**config.mk**
```make
export PLATFORM = sky130hd
export DESIGN_NAME = cache_line
export DESIGN_NICKNAME = d
export VERILOG_FILES = /design/src/rtl/cache_line.sv
export SDC_FILE = /design/constraint.sdc
export NUM_CORES = 1
export LEC_CHECK = 0
export CAP_MARGIN = 20
export CORE_ASPECT_RATIO = 2
export CORE_MARGIN = 3
export CORE_UTILIZATION = 69
export DETAILED_ROUTE_END_ITERATION = 10
export DONT_BUFFER_PORTS = 1
export GPL_TIMING_DRIVEN = 0
export PLACE_DENSITY = 0.85
export SYNTH_ARGS = -nofsm -noshare
export SYNTH_HDL_FRONTEND = slang
export SYNTH_SLANG_ARGS = --single-unit
```
**constraint.sdc**
```tcl
create_clock -name clk -period 3.8 [get_ports clk]
set_input_delay 0.76 -clock clk [delete_from_list [all_inputs] [get_ports clk]]
set_output_delay 0.76 -clock clk [all_outputs]
set_load 0.01 [all_outputs]
```
**src/rtl/cache_line.sv**
```systemverilog
// One way's cache line: WORDS x WORD_W data words plus tag, valid and dirty.
// Serves CPU word accesses in IDLE and runs burst fill / burst write-back.
module cache_line #(
   parameter int WORD_W = 16,
   parameter int WORDS  = 4,
   parameter int TAG_W  = 8
) (
   input  logic                     clk,
   input  logic                     reset,
   input  logic                     enable,
   input  logic                     write,
   input  logic [$clog2(WORDS)-1:0] word_sel,
   input  logic [TAG_W-1:0]         tag_in,
   input  logic [WORD_W-1:0]        data_in,
   output logic [WORD_W-1:0]        data_out,
   output logic                     hit,
   output logic                     valid,
   output logic                     dirty,
   output logic [TAG_W-1:0]         tag_out,
   output logic                     busy,
   input  logic                     fill_start,
   input  logic                     fill_valid,
   input  logic [WORD_W-1:0]        fill_data,
   input  logic                     wb_start,
   output logic                     wb_valid,
   input  logic                     wb_ready,
   output logic [WORD_W-1:0]        wb_data,
   output logic                     wb_last
);
   localparam int CW = $clog2(WORDS);
   localparam logic [CW-1:0] LAST = CW'(WORDS - 1);

   typedef enum logic [1:0] {IDLE, FILL, WB} state_t;

   state_t                        state_q, state_d;
   logic [WORDS-1:0][WORD_W-1:0]  mem;
   logic [CW-1:0]                 cnt;
   logic                          wb_go, fill_go, rd_go, wr_go, fill_beat, wb_beat;

   assign hit      = valid && (tag_in == tag_out);
   assign busy     = (state_q != IDLE);
   assign wb_valid = (state_q == WB);
   assign wb_data  = mem[cnt];
   assign wb_last  = (state_q == WB) && (cnt == LAST);

   always_ff @(posedge clk or posedge reset) begin
      if (reset) state_q <= IDLE;
      else       state_q <= state_d;
   end

   // IDLE priority: write-back (only if there is dirty data), then fill, then CPU.
   always_comb begin
      state_d   = state_q;
      wb_go     = 1'b0;
      fill_go   = 1'b0;
      rd_go     = 1'b0;
      wr_go     = 1'b0;
      fill_beat = 1'b0;
      wb_beat   = 1'b0;
      case (state_q)
         IDLE: begin
            if (wb_start && valid && dirty) begin
               wb_go   = 1'b1;
               state_d = WB;
            end else if (fill_start) begin
               fill_go = 1'b1;
               state_d = FILL;
            end else if (enable) begin
               rd_go = !write;
               wr_go = write && hit;
            end
         end
         FILL: begin
            fill_beat = fill_valid;
            if (fill_valid && cnt == LAST) state_d = IDLE;
         end
         WB: begin
            wb_beat = wb_ready;
            if (wb_ready && cnt == LAST) state_d = IDLE;
         end
         default: state_d = IDLE;
      endcase
   end

   always_ff @(posedge clk or posedge reset) begin
      if (reset) begin
         valid    <= 1'b0;
         dirty    <= 1'b0;
         tag_out  <= '0;
         data_out <= '0;
         cnt      <= '0;
      end else begin
         if (wb_go) cnt <= '0;
         if (fill_go) begin
            tag_out <= tag_in;
            valid   <= 1'b0;
            dirty   <= 1'b0;
            cnt     <= '0;
         end
         if (rd_go) data_out <= mem[word_sel];
         if (wr_go) dirty <= 1'b1;
         if (fill_beat) begin
            cnt <= cnt + 1'b1;
            if (cnt == LAST) valid <= 1'b1;
         end
         if (wb_beat) begin
            cnt <= cnt + 1'b1;
            if (cnt == LAST) dirty <= 1'b0;
         end
      end
   end

   // Data words carry no reset; valid gates their use.
   always_ff @(posedge clk) begin
      if (wr_go)          mem[word_sel] <= data_in;
      else if (fill_beat) mem[cnt]      <= fill_data;
   end
endmodule

```
==> results.json, run 1 <==
{
  "grt-ovfl-total": 0,
  "dieArea_sq_um": 8920,
  "synth_nets": 486,
  "min_period_ns": 3.15,
  "finalWirelength_um": 13700,
  "cp-end-kind": "flip-flop",
  "synth_area_leader_cell": "edfxtp_1",
  "arrival_ns": 3.10,
  "final_cell_mix": "nand2_1, mux2i_1, edfxtp_1, mux4_2, dfrtp_1",
  "setup_tns_ns": 0,
  "nNetsFinal": 498,
  "hp-class": "in -> async",
  "setup_viol": 0,
  "total_power_mw": 3.86,
  "die_h_um": 131,
  "antenna_cells": 0,
  "fillerInstances": 474,
  "rsz0062_at_grt": "false",
  "synthTopCellsByArea": "edfxtp_1, dfrtp_1, mux4_2, mux2i_1, nand2_1",
  "drive_gt1_share_pct": 19.8,
  "critPathMaxFanout": 16,
  "finalNonFillerCells": 541,
  "p_leak_nw": 1.99,
  "layout-area-overhead-vs-synth_pct": 8.50,
  "ys.warnings.count": 0,
  "maxSlewViolCount": 0,
  "max_freq_mhz": 318,
  "ir_worst_vdd_mv": 0.518,
  "tightest_slew_ns": 0.979,
  "grt_pass1_vias": 4039,
  "fin_worst_skew_ns": 0.00499,
  "place_ws_ns": 0.595,
  "cts_root_buf": "clkbuf_16",
  "regArea_sq_um": 2670,
  "grt_pass1_wl_um": 20700,
  "synth_cells": 432,
  "port_buffers": 0,
  "ys_seq_area_share_pct": 49.9,
  "relSlewSlack_pct": 34.7,
  "dp.final_hpwl_um": 9690,
  "synth_top_area_share_pct": 35.9,
  "drv_cap": 0,
  "num_io_pins": 96,
  "synth-async-reset-ratio_pct": 31.9,
  "path_clk_slew_ns": 0.06,
  "yosys.cell_types.count": 31,
  "status": "complete, no violations",
  "final-hold-violation-count": 0,
  "core-area_sq_um": 7380,
  "setup_slack_ns": 0.652,
  "layout_commonest_cell": "nand2_1",
  "grt_usage_pct": 33.6,
  "cts_tree": "done",
  "syn_area_sq_um": 5360,
  "rows": 44,
  "numCtsBuffers": 9,
  "viasPerCell": 6.78,
  "path_class": "reg -> reg",
  "cts_resized": 0,
  "grt_antenna_before_repair": 0,
  "grt_max_degree": 24,
  "drc": 0,
  "synth_area_per_cell_sq_um": 12.4,
  "clock_path_buffers": 2,
  "synth-main-ff-cell": "edfxtp_1",
  "crit_path_start_kind": "flip-flop",
  "ant_nets": 0,
  "initial_utilization_pct": 72.6,
  "placed_cells": 525,
  "cp.required_ns": 3.75,
  "htreeDepth": 3,
  "synth_edf_count": 64,
  "insertion_delay_ns": 0.34,
  "routedWlPerCell_um": 25.3,
  "postCtsHoldBufs": 0,
  "place_congestion": 0.855,
  "vias": 3668,
  "finalCritPeriodShare_pct": 82.8,
  "die_w_um": 68.3,
  "pwr_density_cell_nw_per_um2": 663,
  "ys_ff_latch": 94,
  "dr.pass1.iters": 5,
  "postCtsSetupRepairBufs": 0,
  "multiInputGateArea_sq_um": 2480,
  "drt-initial-drc-count": 268,
  "clock-sinks": 94
}
registers in the layout (all words and copies together), names as in the netlist:
name and flops:
cnt 2, data_out 16, dirty 1, mem 64, state_q 2, tag_out 8
valid 1
critical path, cell delays in order (launching register included):
cell and delay (ns):
dfrtp_1 0.39, clkbuf_1 0.49, clkbuf_1 0.66, inv_1 0.15, ha_1 0.22, clkbuf_1 0.22, a22o_1 0.60
cell usage after synthesis, types with 2 or more instances:
| cell type | number |
|---|---|
| a22o_1 | 5 |
| and2_1 | 4 |
| and3_1 | 2 |
| and4_1 | 2 |
| buf_2 | 8 |
| buf_4 | 7 |
| buf_8 | 2 |
| clkbuf_1 | 16 |
| dfrtp_1 | 30 |
| edfxtp_1 | 64 |
| ha_1 | 4 |
| inv_1 | 5 |
| mux2_2 | 24 |
| mux2i_1 | 64 |
| mux4_2 | 32 |
| nand2_1 | 130 |
| nand3_1 | 6 |
| nor2_1 | 3 |
| nor2b_1 | 4 |
| o21ai_0 | 3 |
| xor2_1 | 7 |
layer usage:
| metal | wire length [um] | GRT usage, % | vias up |
|---|---|---|---|
| met2 | 7640 | 58.4 | 237 |
| met5 | 0 | 0 | - |
| met3 | 1220 | 9.84 | 52 |
| li1 | - | - | 1580 |
| met4 | 628 | 20.2 | 0 |
| met1 | 4200 | 34.4 | 1799 |
report_power, final:
part | switching, mW | internal, mW
registers | 0.246 | 1.44
logic | 0.708 | 0.520
clock network | 0.373 | 0.569
path summary, 6_finish.rpt:
| path | slack (ns) | depth (start not counted) | end | start |
|---|---|---|---|---|
| max in group asynchronous | 3.05 | 2 | data_out[9]$_DFFE_PP0P_ | reset |
| worst min-delay path | 0.29 | 1 | data_out[15]$_DFFE_PP0P_ | reset |
| worst min register to register | 0.52 | 1 | state_q[1]$_DFFE_PP0P_ | state_q[0]$_DFFE_PP0P_ |
| worst max register to register | 0.65 | 6 | mem[30]$_DFFE_PP_ | cnt[1]$_DFFE_PP0P_ |
| worst max-delay path | 0.65 | 6 | mem[30]$_DFFE_PP_ | cnt[1]$_DFFE_PP0P_ |
| min in group clk | 0.52 | 1 | state_q[1]$_DFFE_PP0P_ | state_q[0]$_DFFE_PP0P_ |
kinds of logic (layout without fill, tap and decap cells):
group	after synthesis	after routing	share of synthesized area [%]
multiplexers	120	120	30.4
AO/OA/AOI/OAI	11	11	1.49
buffers and inverters	39	56	3.83
AND/OR/NAND/NOR	156	156	12.1
XOR/XNOR	8	8	1.31
flip-flops	94	94	49.9
adder cells (fa/ha/maj)	4	4	0.934
layout make-up:
type / count / share of cell area, %
Buffer: 34 / 3.21
Sequential cell: 94 / 46.0
Multi-Input combinational cell: 299 / 42.7
Timing Repair Buffer: 1 / 0.473
Tap cell: 92 / 1.98
Clock buffer: 14 / 4.73
Clock inverter: 2 / 0.646
Inverter: 5 / 0.323
metrics by stage:
| step | area (sq um) | util, % | hold slack (ns) |
|---|---|---|---|
| after global placement | 5470 | 74.2 | 0.487 |
| after detailed placement | 5500 | 74.6 | 0.512 |
| after global routing | 5810 | 78.8 | 0.307 |
| after floorplan | 5360 | - | 0.459 |
| after CTS | 5810 | 78.8 | 0.288 |
| final | 5810 | 78.8 | 0.289 |
Note: power is estimated with default switching activity, not from simulation.
==> run 2, diff against run 1 <==
--- a/config.mk
+++ b/config.mk
@@ -8,11 +8,11 @@
 export CAP_MARGIN = 20
 export CORE_ASPECT_RATIO = 2
 export CORE_MARGIN = 3
-export CORE_UTILIZATION = 69
+export CORE_UTILIZATION = 58
 export DETAILED_ROUTE_END_ITERATION = 10
 export DONT_BUFFER_PORTS = 1
 export GPL_TIMING_DRIVEN = 0
-export PLACE_DENSITY = 0.85
+export PLACE_DENSITY = 0.76
 export SYNTH_ARGS = -nofsm -noshare
 export SYNTH_HDL_FRONTEND = slang
 export SYNTH_SLANG_ARGS = --single-unit
==> constraint.sdc (replaced) <==
create_clock -name clk -period 2.55 [get_ports clk]
set_input_delay 0.51 -clock clk [delete_from_list [all_inputs] [get_ports clk]]
set_output_delay 0.51 -clock clk [all_outputs]
set_load 0.01 [all_outputs]
==> run 2 against run 1 <==
Compared with the run above:
- flip-flop and latch count stayed put
- critical path depth stayed put
- fmax is 30% higher
- count of clock-buffer cells in the layout is 4 lower
- design area is 0.88% higher
- global-route usage is 6.0 points lower
- largest power group unchanged
- power is 52% higher
- clock power is 60% higher
- non-clock buffer count is 2 lower
- critical endpoint is now mem[54]$_DFFE_PP_
==> results.json, run 2 (synthesis results as in run 1) <==
{
  "status": "complete, no violations",
  "cp-end-kind": "flip-flop",
  "final-hold-violation-count": 0,
  "reg.largest.list": "mem (64), data_out (16), tag_out (8)",
  "port_buffers": 0,
  "cpPeakStageDelay_ns": 0.50,
  "fillerInstances": 695,
  "rows": 49,
  "met2_usage_pct": 49.9,
  "drive_gt1_share_pct": 22.0,
  "arrival_ns": 2.41,
  "die_h_um": 142,
  "place_congestion": 0.852,
  "grt_pass1_wl_um": 20700,
  "grt_util_met3_pct": 7.78,
  "setup_slack_ns": 0.125,
  "reg2reg_depth": 6,
  "final_cell_mix": "nand2_1, mux2i_1, edfxtp_1, mux4_2, dfrtp_1",
  "die_w_um": 74.0,
  "fin_worst_skew_ns": 0.00461,
  "drv_cap": 0,
  "grt_util_met1_pct": 27.9,
  "path_depth": 6,
  "insertion_delay_ns": 0.35,
  "routedWlPerCell_um": 25.1,
  "min_period_ns": 2.42,
  "path_buf_inv": 2,
  "num_io_pins": 96,
  "dieArea_sq_um": 10500,
  "grt_most_used_layer": "met2",
  "place_ws_ns": -0.620,
  "regMostFlops": "mem",
  "drc": 0,
  "pwr_density_cell_nw_per_um2": 998,
  "antenna_cells": 0,
  "maxSlewViolCount": 0,
  "crit_chain": "xor2_1 -> nor4_2 -> and4_1 -> buf_4 -> buf_8 -> a22o_2",
  "grt-ovfl-total": 0,
  "hp-class": "in -> async",
  "multiInputGateArea_sq_um": 2500,
  "cp.required_ns": 2.54,
  "htreeDepth": 3,
  "reg2reg_from": "tag_out[5]$_DFFE_PP0P_",
  "ff2ff_setup_slack_ns": 0.13,
  "core-area_sq_um": 9010,
  "grt_pass1_vias": 3973,
  "tightest_slew_ns": 0.721,
  "max_freq_mhz": 412,
  "numCtsBuffers": 9,
  "crit_start": "tag_out[5]$_DFFE_PP0P_",
  "crit_path_start_kind": "flip-flop",
  "cts_tree": "done",
  "placed_cells": 535,
  "finalNonFillerCells": 548,
  "vias": 3673,
  "place_area_sq_um": 5510,
  "dp.final_hpwl_um": 9610,
  "ant_nets": 0,
  "finalWirelength_um": 13700,
  "regArea_sq_um": 2670,
  "p_leak_nw": 2.03,
  "ir_worst_vdd_mv": 0.498,
  "layout_commonest_cell": "nand2_1",
  "clock-sinks": 94,
  "path_clk_slew_ns": 0.06,
  "drt-initial-drc-count": 247,
  "rsz0062_at_grt": "false",
  "path_class": "reg -> reg",
  "initial_utilization_pct": 59.5,
  "grt_antenna_before_repair": 0,
  "relSlewSlack_pct": 51.9,
  "viasPerCell": 6.70,
  "cts_root_buf": "clkbuf_16",
  "postCtsHoldBufs": 0,
  "final_area_sq_um": 5870,
  "finalCritPeriodShare_pct": 95.1,
  "crit_end": "mem[54]$_DFFE_PP_",
  "total_power_mw": 5.86,
  "layout-area-overhead-vs-synth_pct": 9.46,
  "path_delay_family": "simple AND/OR/NAND/NOR gates",
  "setup_viol": 0,
  "critPathMaxFanout": 16,
  "grt_usage_pct": 27.6,
  "clock_path_buffers": 2,
  "r2r-end": "mem[54]$_DFFE_PP_",
  "grt_max_degree": 23,
  "dr.pass1.iters": 5,
  "nNetsFinal": 496,
  "crit_slowest_cell": "a22o_2",
  "largest_reg_flops": 64
}
run 2: cell types whose count changed in the layout (fill, tap and decap cells not counted), sizes merged:
| cell | previous run | this run |
|---|---|---|
| bufinv | 1 | 3 |
| clkbuf | 30 | 24 |
| clkinvlp | 1 | 0 |
| clkinv | 0 | 2 |
run 2: area by class of cell:
class | instances | share of cell area, %
flip-flops and latches | 94 | 45.6
multi-input cells | 299 | 42.6
clock buffers | 10 | 3.90
plain buffers | 32 | 3.24
well taps | 102 | 2.18
clock inverters | 5 | 1.69
repair buffers | 1 | 0.469
inverters | 5 | 0.320
run 2: worst min path at each step:
stage                           startpoint                        to  slack (ns)  cells past startpoint
finish                               reset   data_out[1]$_DFFE_PP0P_        0.05                      1
global route                         reset  data_out[14]$_DFFE_PP0P_        0.08                      1
CTS                                  reset   data_out[1]$_DFFE_PP0P_        0.07                      1
detailed placement                   reset   data_out[1]$_DFFE_PP0P_        0.43                      1
global placement    state_q[0]$_DFFE_PP0P_    state_q[1]$_DFFE_PP0P_        0.48                      1
floorplan           state_q[0]$_DFFE_PP0P_    state_q[1]$_DFFE_PP0P_        0.46                      1
run 2: report_power, final:
group	internal (mW)	switching, mW
registers	2.14	0.356
logic	0.804	1.05
clock network	0.948	0.558
total	3.89	1.96
run 2: routing by layer:
layer	vias to the layer above	wire [um]
met4	0	452
met5	-	0
met3	43	1260
met2	208	7710
li1	1581	-
met1	1841	4320
run 2: stage by stage:
step                hold slack (ns)  TNS (ns)  utilization (%)
floorplan                     0.459         0                -
global placement              0.482    -30.33             60.9
detailed placement            0.425    -35.73             61.2
CTS                          0.0654         0             65.2
global route                 0.0772         0             65.1
finish                       0.0504         0             65.1
run 2: worst register-to-register path, cell delays in order, from the launching register on:
cell     delay, ns
dfrtp_1       0.43
xor2_1        0.19
nor4_2        0.35
and4_1        0.27
buf_4         0.16
buf_8         0.16
a22o_2        0.50
run 2: repair_timing:
| action | in CTS | in global routing |
|---|---|---|
| gates resized for setup | 12 | 2 |
| endpoints found under the setup margin | 114 | 10 |
| pin swaps | 0 | 0 |
| cloned | 0 | 0 |
| setup buffers | 0 | 0 |
==> run 3, diff against run 2 <==
--- a/config.mk
+++ b/config.mk
@@ -5,14 +5,15 @@
 export SDC_FILE = /design/constraint.sdc
 export NUM_CORES = 1
 export LEC_CHECK = 0
-export CAP_MARGIN = 20
+export ABC_CLOCK_PERIOD_IN_PS = 2550
+export CAP_MARGIN = 0
 export CORE_ASPECT_RATIO = 2
 export CORE_MARGIN = 3
 export CORE_UTILIZATION = 58
 export DETAILED_ROUTE_END_ITERATION = 10
 export DONT_BUFFER_PORTS = 1
 export GPL_TIMING_DRIVEN = 0
-export PLACE_DENSITY = 0.76
+export PLACE_DENSITY = 0.79
 export SYNTH_ARGS = -nofsm -noshare
 export SYNTH_HDL_FRONTEND = slang
 export SYNTH_SLANG_ARGS = --single-unit
==> run 3 against run 2 <==
Compared with the run above:
- design area is 0.53% lower
- combinational power hardly changed
- global-route usage is 0.53 points higher
- via count is 0.93% lower
- critical endpoint is now wb_data[14]
==> results.json, run 3 (synthesis results as in run 1) <==
{
  "final_cell_mix": "nand2_1, mux2i_1, edfxtp_1, mux4_2, dfrtp_1",
  "vias": 3639,
  "ir_worst_vdd_mv": 0.502,
  "ant_nets": 0,
  "regMostFlops": "mem",
  "p_seq_share_pct": 43.8,
  "critPathMaxFanout": 10,
  "die_w_um": 74.0,
  "layout_commonest_cell": "nand2_1",
  "numCtsBuffers": 9,
  "rows": 49,
  "power.internal_mw": 3.71,
  "grt_pass1_wl_um": 20900,
  "drv_cap": 0,
  "cp-end-kind": "output pin",
  "grt-ovfl-total": 0,
  "crit_chain": "buf_4 -> buf_4 -> mux4_2",
  "viasPerCell": 6.63,
  "finalNonFillerCells": 549,
  "setup_slack_ns": 0.117,
  "finalWirelength_um": 14000,
  "drive_gt1_share_pct": 22.4,
  "htreeDepth": 3,
  "final_area_sq_um": 5830,
  "regArea_sq_um": 2670,
  "relSlewSlack_pct": 50.1,
  "dp.final_hpwl_um": 9930,
  "total_power_mw": 5.72,
  "postCtsSetupRepairBufs": 0,
  "port_buffers": 0,
  "grt_pass1_vias": 3879,
  "antenna_cells": 0,
  "drc": 0,
  "pwr_density_cell_nw_per_um2": 980,
  "status": "complete, no violations",
  "grt_antenna_before_repair": 0,
  "rsz0062_at_grt": "false",
  "crit_slowest_cell": "mux4_2",
  "place_ws_ns": -0.590,
  "cp.required_ns": 2.04,
  "path_clk_slew_ns": 0.06,
  "layout-area-overhead-vs-synth_pct": 8.87,
  "p_clk_share_pct": 23.6,
  "die_h_um": 142,
  "multiInputGateArea_sq_um": 2500,
  "drt-initial-drc-count": 260,
  "fin_worst_skew_ns": 0.00548,
  "fillerInstances": 687,
  "clock_path_buffers": 2,
  "hp-class": "in -> reg",
  "insertion_delay_ns": 0.35,
  "dr.pass1.iters": 5,
  "nNetsFinal": 497,
  "setup_viol": 0,
  "initial_utilization_pct": 59.5,
  "reg.largest.list": "mem (64), data_out (16), tag_out (8)",
  "core-area_sq_um": 9010,
  "place_congestion": 0.842,
  "routedWlPerCell_um": 25.5,
  "pwr-share-comb_pct": 32.6,
  "tightest_slew_ns": 0.749,
  "max_freq_mhz": 411,
  "p_switching_mw": 2.01,
  "min_period_ns": 2.43,
  "crit_path_start_kind": "flip-flop",
  "p_leak_nw": 2.01,
  "place_area_sq_um": 5490,
  "placed_cells": 534,
  "cpPeakStageDelay_ns": 0.60,
  "path_buf_inv": 2,
  "setup_tns_ns": 0,
  "grt_max_degree": 31,
  "finalCritPeriodShare_pct": 95.4,
  "grt_usage_pct": 28.2,
  "switching_share_pct": 35.2,
  "worst_path_most_repeated_cell": "buf_4",
  "num_io_pins": 96,
  "cts_tree": "done",
  "clock-sinks": 94,
  "path_delay_family": "multiplexers",
  "cts_root_buf": "clkbuf_16",
  "dieArea_sq_um": 10500,
  "path_class": "reg -> out",
  "final-hold-violation-count": 0,
  "maxSlewViolCount": 0,
  "arrival_ns": 1.92,
  "largest_reg_flops": 64
}
==> run 3: layout make-up <==
cell class              instances  area share (%)
plain buffers                  32            3.26
well taps                     102            2.19
inverters                       5           0.322
clock buffers                   9            3.86
clock inverters                 6            1.18
flip-flops and latches         94            45.8
multi-input cells             299            42.9
repair buffers                  2           0.515
==> run 3: power by group through the flow <==
stage	Combinational [mW]	Sequential (mW)	Clock, mW
2_1_floorplan	1.38	2.44	0
3_3_place_gp	1.77	2.50	0
3_5_place_dp	1.83	2.54	0
4_1_cts	1.87	2.51	1.36
5_1_grt	2.02	2.55	1.42
6_report	1.86	2.50	1.35
==> run 3: layer usage <==
layer	global-route usage [%]	wire length [um]	up-vias
met5	0	0	-
met4	13.8	491	0
met3	7.00	1230	36
met2	52.2	8010	207
met1	27.7	4250	1814
li1	-	-	1582
==> run 3: worst paths after layout <==
kind	startpoint	to	slack [ns]	cells after the start
setup / recovery	cnt[0]$_DFFE_PP0P_	wb_data[14]	0.12	3
hold / removal	wb_ready	state_q[1]$_DFFE_PP0P_	0.28	1
setup reg to reg	cnt[0]$_DFFE_PP0P_	mem[46]$_DFFE_PP_	0.15	6
hold reg to reg	state_q[0]$_DFFE_PP0P_	state_q[1]$_DFFE_PP0P_	0.52	1
max in group asynchronous	reset	data_out[9]$_DFFE_PP0P_	1.60	3
min in group asynchronous	reset	data_out[12]$_DFFE_PP0P_	0.53	2
==> run 3: per-stage QoR <==
| step | utilization [%] | hold WS, ns |
|---|---|---|
| 2_1_floorplan | - | 0.459 |
| 5_1_grt | 64.7 | 0.269 |
| 6_report | 64.7 | 0.283 |
| 4_1_cts | 64.5 | 0.279 |
| 3_3_place_gp | 60.9 | 0.491 |
| 3_5_place_dp | 60.9 | 0.510 |
==> run 3: worst reg2reg max path: cells and delay by family, from the launching register on <==
family          cells  cell delay [ns]
flops               1             0.41
fa+ha+maj           1             0.15
buf+inv             4             0.91
compound gates      1             0.57
==> run 3: timing repair <==
action                                  4_1_cts  5_1_grt
endpoints found under the setup margin      114       18
endpoints found under the hold margin         0        6
pin swaps                                     0        0
gates resized for setup                      12        2
hold buffers                                  0        1
